File: src/rtl/period_timer_pkg.sv
// period_timer shared types and constants.
// Overrun detection is built only with PERIOD_TIMER_OVERRUN_EN defined.
package period_timer_pkg;

  localparam int CNT_W = 20;

  localparam logic [CNT_W-1:0] PERIOD_RST = 20'hFFFFF;

  typedef enum logic [1:0] {
    IDLE = 2'd0,
    RUN  = 2'd1,
    HOLD = 2'd2
  } timer_state_t;

  typedef struct packed {
    logic [CNT_W-1:0] period;
    logic             periodic;
  } timer_cfg_t;

endpackage

File: src/rtl/period_timer_if.sv
// Control and tick handshake bundle for period_timer.
// master = controller side, slave = timer side.
interface period_timer_if;
  import period_timer_pkg::*;

  logic             cfg_we;
  logic [CNT_W-1:0] cfg_period;
  logic             cfg_periodic;
  logic             start;
  logic             stop;
  logic             tick_valid;
  logic             tick_ack;
  logic             busy;
  logic             overrun;
  logic             ovr_clr;

  modport master (
    output cfg_we,
    output cfg_period,
    output cfg_periodic,
    output start,
    output stop,
    output tick_ack,
    output ovr_clr,
    input  tick_valid,
    input  busy,
    input  overrun
  );

  modport slave (
    input  cfg_we,
    input  cfg_period,
    input  cfg_periodic,
    input  start,
    input  stop,
    input  tick_ack,
    input  ovr_clr,
    output tick_valid,
    output busy,
    output overrun
  );

endinterface

File: src/rtl/period_timer_tick_hs.sv
// tick_hs: tick_valid/tick_ack register with optional sticky overrun.
// Overrun logic exists only with PERIOD_TIMER_OVERRUN_EN defined.
module tick_hs (
  input  logic clk,
  input  logic rst_n,
  input  logic set,
  input  logic ack,
  input  logic flush,
  input  logic ovr_clr,
  output logic valid,
  output logic overrun
);

  always_ff @(posedge clk or negedge rst_n) begin
    if (!rst_n) begin
      valid <= 1'b0;
    end else if (flush) begin
      valid <= 1'b0;
    end else if (set) begin
      valid <= 1'b1;
    end else if (ack) begin
      valid <= 1'b0;
    end
  end

`ifdef PERIOD_TIMER_OVERRUN_EN
  logic ovr_set;

  // a new tick landing on an unacked one is lost
  assign ovr_set = set & valid & ~ack;

  always_ff @(posedge clk or negedge rst_n) begin
    if (!rst_n) begin
      overrun <= 1'b0;
    end else if (ovr_set) begin
      overrun <= 1'b1;
    end else if (ovr_clr) begin
      overrun <= 1'b0;
    end
  end
`else
  logic unused_ovr_clr;

  assign unused_ovr_clr = ovr_clr;
  assign overrun        = 1'b0;
`endif

endmodule

File: src/rtl/period_timer.sv
// period_timer: one-shot/periodic tick control around up_counter.
// Optional overrun flag: define PERIOD_TIMER_OVERRUN_EN.
module period_timer
  import period_timer_pkg::*;
(
  input  logic             clk,
  input  logic             rst_n,
  period_timer_if.slave    bus,
  input  logic [CNT_W-1:0] cnt_q,
  output logic             cnt_sclr
);

  timer_state_t state_q;
  timer_state_t state_d;
  timer_cfg_t   cfg_q;

  logic hit;
  logic running;
  logic busy;
  logic tick_set;
  logic flush;
  logic tick_valid;
  logic overrun;

  always_comb begin
    hit      = (cnt_q == cfg_q.period);
    running  = (state_q == RUN);
    busy     = (state_q != IDLE);
    tick_set = running & hit & ~bus.stop;
    flush    = busy & bus.stop;
    cnt_sclr = ~running | hit;
  end

  always_ff @(posedge clk or negedge rst_n) begin
    if (!rst_n) begin
      state_q <= IDLE;
    end else begin
      state_q <= state_d;
    end
  end

  always_comb begin
    state_d = state_q;
    unique case (state_q)
      IDLE: begin
        if (bus.start) begin
          state_d = RUN;
        end
      end
      RUN: begin
        if (bus.stop) begin
          state_d = IDLE;
        end else if (hit && !cfg_q.periodic) begin
          state_d = HOLD;
        end
      end
      HOLD: begin
        if (bus.stop) begin
          state_d = IDLE;
        end else if (tick_valid && bus.tick_ack) begin
          state_d = IDLE;
        end
      end
      default: begin
        state_d = IDLE;
      end
    endcase
  end

  // configuration is frozen while the timer is busy
  always_ff @(posedge clk or negedge rst_n) begin
    if (!rst_n) begin
      cfg_q.period   <= PERIOD_RST;
      cfg_q.periodic <= 1'b0;
    end else if (!busy && bus.cfg_we) begin
      cfg_q.period   <= bus.cfg_period;
      cfg_q.periodic <= bus.cfg_periodic;
    end
  end

  tick_hs u_tick_hs (
    .clk     (clk),
    .rst_n   (rst_n),
    .set     (tick_set),
    .ack     (bus.tick_ack),
    .flush   (flush),
    .ovr_clr (bus.ovr_clr),
    .valid   (tick_valid),
    .overrun (overrun)
  );

  assign bus.tick_valid = tick_valid;
  assign bus.busy       = busy;
  assign bus.overrun    = overrun;

endmodule

File: src/flat_wrapper.sv
// flat-port wrapper written by rule: the top's interface ports become plain ports
module period_timer_flat import period_timer_pkg::*;
  (clk, rst_n, cnt_q, cnt_sclr, bus_cfg_we, bus_cfg_period, bus_cfg_periodic, bus_start, bus_stop, bus_tick_ack, bus_ovr_clr, bus_tick_valid, bus_busy, bus_overrun);
  period_timer_if bus_i ();
  input  logic clk;
  input  logic rst_n;
  input  logic [CNT_W-1:0] cnt_q;
  output logic cnt_sclr;
  input wire logic [$bits(bus_i.cfg_we)-1:0] bus_cfg_we;
  input wire logic [$bits(bus_i.cfg_period)-1:0] bus_cfg_period;
  input wire logic [$bits(bus_i.cfg_periodic)-1:0] bus_cfg_periodic;
  input wire logic [$bits(bus_i.start)-1:0] bus_start;
  input wire logic [$bits(bus_i.stop)-1:0] bus_stop;
  input wire logic [$bits(bus_i.tick_ack)-1:0] bus_tick_ack;
  input wire logic [$bits(bus_i.ovr_clr)-1:0] bus_ovr_clr;
  output wire logic [$bits(bus_i.tick_valid)-1:0] bus_tick_valid;
  output wire logic [$bits(bus_i.busy)-1:0] bus_busy;
  output wire logic [$bits(bus_i.overrun)-1:0] bus_overrun;
  assign bus_i.cfg_we = bus_cfg_we;
  assign bus_i.cfg_period = bus_cfg_period;
  assign bus_i.cfg_periodic = bus_cfg_periodic;
  assign bus_i.start = bus_start;
  assign bus_i.stop = bus_stop;
  assign bus_i.tick_ack = bus_tick_ack;
  assign bus_i.ovr_clr = bus_ovr_clr;
  assign bus_tick_valid = bus_i.tick_valid;
  assign bus_busy = bus_i.busy;
  assign bus_overrun = bus_i.overrun;
  period_timer u_core (.clk(clk), .rst_n(rst_n), .bus(bus_i), .cnt_q(cnt_q), .cnt_sclr(cnt_sclr));
endmodule
File: config.mk
export PLATFORM = sky130hd
export DESIGN_NAME = period_timer_flat
export DESIGN_NICKNAME = d
export VERILOG_FILES = /design/src/rtl/period_timer_pkg.sv /design/src/rtl/period_timer_if.sv /design/src/rtl/period_timer_tick_hs.sv /design/src/rtl/period_timer.sv /design/src/flat_wrapper.sv
export SDC_FILE = /design/constraint.sdc
export NUM_CORES = 1
export LEC_CHECK = 0
export BUFFER_PORTS_ARGS = -buffer_cell sky130_fd_sc_hd__buf_2
export CAP_MARGIN = 5
export CORE_ASPECT_RATIO = 0.5
export CORE_MARGIN = 1
export CORE_UTILIZATION = 47
export CTS_BUF_LIST = sky130_fd_sc_hd__clkbuf_16
export DETAILED_ROUTE_END_ITERATION = 8
export PLACE_DENSITY = 0.86
export SLEW_MARGIN = 5
export SYNTH_ARGS = -nofsm -noshare
export SYNTH_HDL_FRONTEND = slang
export SYNTH_SLANG_ARGS = --single-unit
File: constraint.sdc
create_clock -name clk -period 1.97 [get_ports clk]
set_clock_uncertainty 0.1 [all_clocks]
set_input_delay 0 -clock clk [delete_from_list [all_inputs] [get_ports clk]]
set_output_delay 0 -clock clk [all_outputs]
set_load 0.01 [all_outputs]
==> results_dict.tcl, run 1 <==
set metrics [dict create \
    synthSimpleGateAreaFrac 0.1154 \
    met3_usage 0.08073 \
    timing.slew.headroom 0.6345 \
    ys_warn_count 0 \
    whs_endpoint "u_core.state_q[0]" \
    fin_ws_ns 0.1469 \
    drc_errors 0 \
    grt_antenna_before_repair 0 \
    root_buffer "clkbuf_16" \
    synth_compound_area_frac 0.03452 \
    fp.dieW_um 75.48 \
    synth_nets 144 \
    status "finished, final reports clean" \
    finalInstanceArea_um2 1872 \
    final_core_util 0.7890 \
    pre_cts_slack_ns 0.3463 \
    final-hold-violation-count 0 \
    worst-path-max-fanout 4 \
    gr-usage-met2 0.3862 \
    cts.clk_slew.worst_paths_ns 0.07 \
    grt_pass1_vias 992 \
    hold_class "in -> reg" \
    core_um2 2372 \
    maxCapViolations 0 \
    reg2reg_depth 4 \
    post_cts_buffers 0 \
    tritoncts "built" \
    routedWlPerCell_um 14.16 \
    nets 222 \
    grt_max_degree 25 \
    grt_use_total 0.2425 \
    r2r_end "u_core.state_q[0]" \
    die_y_um 38.74 \
    fmax_mhz 548.5 \
    synth_cell_type_count 26 \
    min-delay-start "bus_start" \
    rows 12 \
    synth_area_per_cell_um2 13.22 \
    initial_utilization 0.5348 \
    critical_path.top_delay_family "simple AND/OR/NAND/NOR gates" \
    dieArea_um2 2924 \
    arrival_ns 1.72 \
    ys_seq_area_frac 0.4931 \
    num_antenna_cells 0 \
    synth_top_family_by_area "multiplexers" \
    synth_area_um2 1269 \
    period_minus_slack_ns 1.823 \
    synth_xor_area_frac 0.1381 \
    firstDrtPassIters 4 \
    crit_required_ns 1.87 \
    synth_fa_ha_area_frac 0 \
    routed_wl_mm 2.946 \
    clock_latency_ns 0.26 \
    startpoint_type "register" \
    vias 1008 \
    ir_worst_vdd_mv 0.6872 \
    crit_buf_inv 1 \
    rsz0062_at_grt "no" \
    setup_viol 0 \
    mostFrequentLayoutCell "buf_2" \
    cts_made_buffers 3 \
    finalMaxSlewViolations 0 \
    synthCells 96 \
    dp_hpwl_mm 1.819 \
    path_cells "xor2_1 > nor4_1 > nand3_1 > o21ai_1 > buf_2" \
    grt-busiest-layer "met2" \
    io_buffers 49 \
    fillers 155 \
    synth.mux.area_fraction 0.1864 \
    cts-htree-levels 1 \
    vias_per_cell 4.846 \
    r2r_slack_ns 0.32 \
    final_cell_mix "buf_2, dlygate4sd3_1, xor2_1, mux2_1, dfstp_2" \
    critPathMaxStageDelay_ns 0.54 \
    place_congestion 0.7645 \
    cp-end-kind "output port" \
    cts.sinks 24 \
    drive_gt1_frac 0.4566 \
    yosys_register_bits 24 \
    ant_nets 0 \
    power_mw 2.211 \
    tightestPinTransition_ns 0.5482 \
    grtUsageMet1 0.2954 \
    fin_crit_sh 0.9254 \
    place_area_um2 1543 \
    min_path_cells 4 \
    r2r-start "u_core.cfg_q[19]" \
    drtIter0Drc 36 \
    area_growth_syn_to_layout_pct 47.53 \
    cpMaxStageDelayCell "dfstp_2" \
    critPathKind "reg -> out" \
    clockBufferDepth 2 \
    grt_overflow_total 0 \
    p_leak_nw 0.8414 \
    grt_pass1_wl_mm 4.671 \
    setup_tns_ns 0 \
    io-pin-count 52 \
    p_per_area_nw_per_um2 1181 \
]
[logic make-up after synthesis]
kind of cell / after synthesis
DFF: 24
AOI/OAI and AO/OA: 7
muxes: 21
xor gates and xnor gates: 20
other: 1
buffers and inverters: 5
and+or+nand+nor: 18
[worst min-delay path: cells and delay by family]
family | cells | cell delay, ns
AOI/OAI and AO/OA | 2 | 0.24
buffers and inverters | 1 | 0.08
and+or+nand+nor | 1 | 0.05
[power breakdown]
part           internal [mW]  switching [mW]  total (mW)
registers              0.876           0.162        1.04
clock network          0.272           0.175       0.447
logic                  0.390           0.336       0.727
[layout make-up]
cell class | instances | area, um^2 | area share
Timing Repair Buffer | 76 | 510.5 | 0.2727
Inverter | 2 | 7.507 | 0.004011
Clock buffer | 3 | 75.07 | 0.04011
Tap cell | 35 | 43.79 | 0.02340
Clock inverter | 1 | 3.754 | 0.002005
Sequential cell | 24 | 625.6 | 0.3342
Multi-Input combinational cell | 67 | 605.6 | 0.3235
[sequential cells by signal (all words and copies together), names as in the netlist]
| signal | cells |
|---|---|
| u_core.state_q | 2 |
| u_core.cfg_q | 21 |
| u_core.u_tick_hs.valid | 1 |
[per-stage QoR]
step | std cells | hold WS (ns)
floorplan | 96 | -0.3956
global placement | 179 | -0.09584
detailed placement | 179 | -0.09279
CTS | 208 | 0.04108
global route | 208 | 0.1145
finish | 208 | 0.02531
[repair_timing]
action / CTS / global route
endpoints found under the hold margin: 47 / 0
gates resized for setup: 0 / 0
endpoints found under the setup margin: 0 / 0
hold buffers: 25 / 0
[worst max-delay path by stage]
stage / end / cells past startpoint / startpoint
2_1_floorplan: u_core.cfg_q[0] / 4 / u_core.state_q[0]
3_3_place_gp: u_core.state_q[0] / 4 / u_core.cfg_q[19]
3_5_place_dp: u_core.state_q[0] / 4 / u_core.cfg_q[19]
4_1_cts: cnt_sclr / 5 / u_core.cfg_q[8]
5_1_grt: cnt_sclr / 5 / u_core.cfg_q[19]
6_report: cnt_sclr / 5 / u_core.cfg_q[19]
[metal layers]
layer / routed length [um] / up-vias
li1: - / 485
met1: 1295 / 483
met2: 1426 / 31
met3: 146 / 9
met4: 77 / 0
met5: 0 / -
[Yosys cell counts (all sizes together)]
cell type	number	share of area
a211o	1	0.0069
a211oi	1	0.0059
a21oi	2	0.0079
buf	3	0.024
conb	1	0.0030
dfrtp	4	0.079
dfstp	20	0.41
inv	2	0.0059
mux2	21	0.19
nand2	3	0.0089
nand2b	1	0.0049
nand3	2	0.0079
nand3b	2	0.012
nor2	2	0.012
nor2b	1	0.0049
nor4	5	0.053
o21ai	2	0.0079
o31ai	1	0.0059
or2	1	0.0049
or3b	1	0.0069
xor2	20	0.14
(Power assumes the default switching activity.)
==> run 2, diff against run 1 <==
--- a/config.mk
+++ b/config.mk
@@ -5,14 +5,15 @@
 export SDC_FILE = /design/constraint.sdc
 export NUM_CORES = 1
 export LEC_CHECK = 0
+export ABC_AREA = 1
 export BUFFER_PORTS_ARGS = -buffer_cell sky130_fd_sc_hd__buf_2
 export CAP_MARGIN = 5
 export CORE_ASPECT_RATIO = 0.5
 export CORE_MARGIN = 1
-export CORE_UTILIZATION = 47
+export CORE_UTILIZATION = 49
 export CTS_BUF_LIST = sky130_fd_sc_hd__clkbuf_16
 export DETAILED_ROUTE_END_ITERATION = 8
-export PLACE_DENSITY = 0.86
+export PLACE_DENSITY = 0.87
 export SLEW_MARGIN = 5
 export SYNTH_ARGS = -nofsm -noshare
 export SYNTH_HDL_FRONTEND = slang
==> results_dict.tcl, run 2 <==
set metrics [dict create \
    area_growth_syn_to_layout_pct 41.01 \
    final_cell_mix "buf_2, nand2_1, dlygate4sd3_1, dfstp_2, nor2_1" \
    synth_cell_type_count 22 \
    ys_warn_count 0 \
    grt_pass1_wl_mm 4.664 \
    largest_reg_flops 21 \
    vias_per_cell 4.504 \
    hold_class "in -> reg" \
    place_congestion 0.6940 \
    drtIter0Drc 38 \
    setup_viol 0 \
    post_cts_buffers 0 \
    cp-end-kind "output port" \
    fp.dieW_um 78.50 \
    ir_worst_vdd_mv 0.5901 \
    synthArstFlopShare 1.000 \
    firstDrtPassIters 4 \
    routedWlPerCell_um 10.93 \
    routed_wl_mm 2.842 \
    whs_ns 0.1457 \
    synth_area_per_cell_um2 9.623 \
    io-pin-count 52 \
    clockBufferDepth 2 \
    crit_required_ns 1.87 \
    worst-path-max-fanout 4 \
    grt_antenna_before_repair 0 \
    synth-edff-count 0 \
    rsz0062_at_grt "no" \
    nets 272 \
    synth_top_area_frac 0.3665 \
    finalInstanceArea_um2 2022 \
    synth_most_common_cell "nand2_1" \
    mostFrequentLayoutCell "buf_2" \
    synth_area_um2 1434 \
    yosys_register_bits 24 \
    yosys_most_used_dff "dfstp_2" \
    dp_hpwl_mm 1.909 \
    yosys.area.top_type "dfstp_2" \
    final-hold-violation-count 0 \
    cpMaxStageDelayCell "dfstp_2" \
    cts-htree-levels 1 \
    path_cells "nand2_1 > nand2_1 > nand2_1 > nor2_1 > nand2_1 > nor2_2 > nand2_1 > nand3_1 > buf_2" \
    grt_pass1_vias 1155 \
    period_minus_slack_ns 1.667 \
    multi_input_area_um2 671.9 \
    drc_errors 0 \
    synth_nets 197 \
    min-delay-start "cnt_q[0]" \
    rows 13 \
    cp_common_cell "nand2_1" \
    ys_seq_area_frac 0.4363 \
    r2r-start "u_core.cfg_q[18]" \
    crit_buf_inv 1 \
    maxCapViolations 0 \
    seqCellArea_um2 625.6 \
    status "finished, final reports clean" \
    grt_overflow_total 0 \
    dieArea_um2 3160 \
    vias 1171 \
    clock_latency_ns 0.26 \
    io_buffers 49 \
    finalMaxSlewViolations 0 \
    ctsResizeCount 0 \
    p_leak_nw 1.042 \
    synthCells 149 \
    cts_made_buffers 3 \
    grt_use_total 0.2031 \
    cts.sinks 24 \
    critPathLaunch "u_core.cfg_q[18]" \
    regMostFlops "u_core.cfg_q" \
    power_mw 1.774 \
    ant_nets 0 \
    top_regs "u_core.cfg_q (21), u_core.state_q (2), u_core.u_tick_hs.valid (1)" \
    fillers 198 \
    setup_tns_ns 0 \
    core_um2 2684 \
    fmax_mhz 599.8 \
    tritoncts "built" \
    place_area_um2 1667 \
    synth.area.top_cells "dfstp_2, mux2_4, nand2_1" \
    critPathMaxStageDelay_ns 0.54 \
    fin_crit_sh 0.8463 \
    cts.clk_slew.worst_paths_ns 0.06 \
    critical_path.top_delay_family "simple AND/OR/NAND/NOR gates" \
    grt_max_degree 30 \
    startpoint_type "register" \
    arrival_ns 1.57 \
    critPathKind "reg -> out" \
    root_buffer "clkbuf_16" \
    synth_commonest_cells "nand2_1, dfstp_2, nor2_1, inv_1, mux2_4" \
    initial_utilization 0.5343 \
    num_antenna_cells 0 \
    die_y_um 40.25 \
    p_per_area_nw_per_um2 877.2 \
    drive_gt1_frac 0.4709 \
    final_core_util 0.7534 \
]
-- run 2: changes by cell type after synthesis, moves of 8 or more --
cell	delta
a21oi_2	+8
nor2_1	+16
mux2_4	+13
nand2_1	+29
xor2_1	-8
mux2_1	-20
inv_1	+13
-- run 2: cell families after synthesis --
| logic type | Yosys count | share of synthesized area |
|---|---|---|
| DFF | 24 | 0.4363 |
| AOI/OAI and AO/OA | 12 | 0.06457 |
| xor gates and xnor gates | 13 | 0.07941 |
| other | 1 | 0.002615 |
| and+or+nand+nor | 62 | 0.1859 |
| muxes | 13 | 0.1361 |
| buffers and inverters | 24 | 0.09511 |
-- run 2: area by class of cell --
cell class,count,area share
multi-input combinational,101,0.3323
sequential,24,0.3094
timing repair buffer,74,0.2450
inverter,20,0.03837
clock buffer,3,0.03713
tap,37,0.02290
clock inverter,1,0.01485
-- run 2: layer usage --
metal | part of all wire | global-route usage | up-vias
met5 | 0 | 0 | -
met4 | 0.020 | 0.08333 | 0
met3 | 0.037 | 0.04091 | 6
met2 | 0.52 | 0.4196 | 30
met1 | 0.43 | 0.2169 | 528
li1 | - | - | 607
-- run 2: through the flow --
stage / cells / worst slack [ns]
after floorplan: 149 / 0.6584
after global placement: 231 / 0.5308
after detailed placement: 231 / 0.4974
after CTS: 260 / 0.2887
after global routing: 260 / 0.1049
final: 260 / 0.3028
-- run 2: what timing repair did --
action | in CTS | in global routing
hold buffers | 25 | 0
setup endpoints to repair | 0 | 0
endpoints found under the hold margin | 47 | 0
-- run 2: final timing paths --
path                                          end  slack, ns  cells after the start
worst max-delay path                     cnt_sclr       0.30                      9
worst min register to register   u_core.cfg_q[20]       0.36                      2
max in group asynchronous        u_core.cfg_q[20]       1.26                      2
worst max register to register  u_core.state_q[0]       0.48                      9
min in group asynchronous       u_core.state_q[0]       0.16                      2
worst min-delay path            u_core.state_q[1]       0.15                      8
-- run 2: worst min-delay path, delay by kind of cell --
| kind | cells | cell delay (ns) |
|---|---|---|
| buffers and inverters | 1 | 0.08 |
| AND/OR/NAND/NOR | 5 | 0.26 |
| XOR/XNOR | 1 | 0.05 |
| AO/OA/AOI/OAI | 1 | 0.06 |
-- run 2: report_power, final --
part / total, mW / switching (mW) / internal [mW]
Sequential: 0.738 / 0.0707 / 0.667
Combinational: 0.468 / 0.206 / 0.262
Clock: 0.568 / 0.164 / 0.403
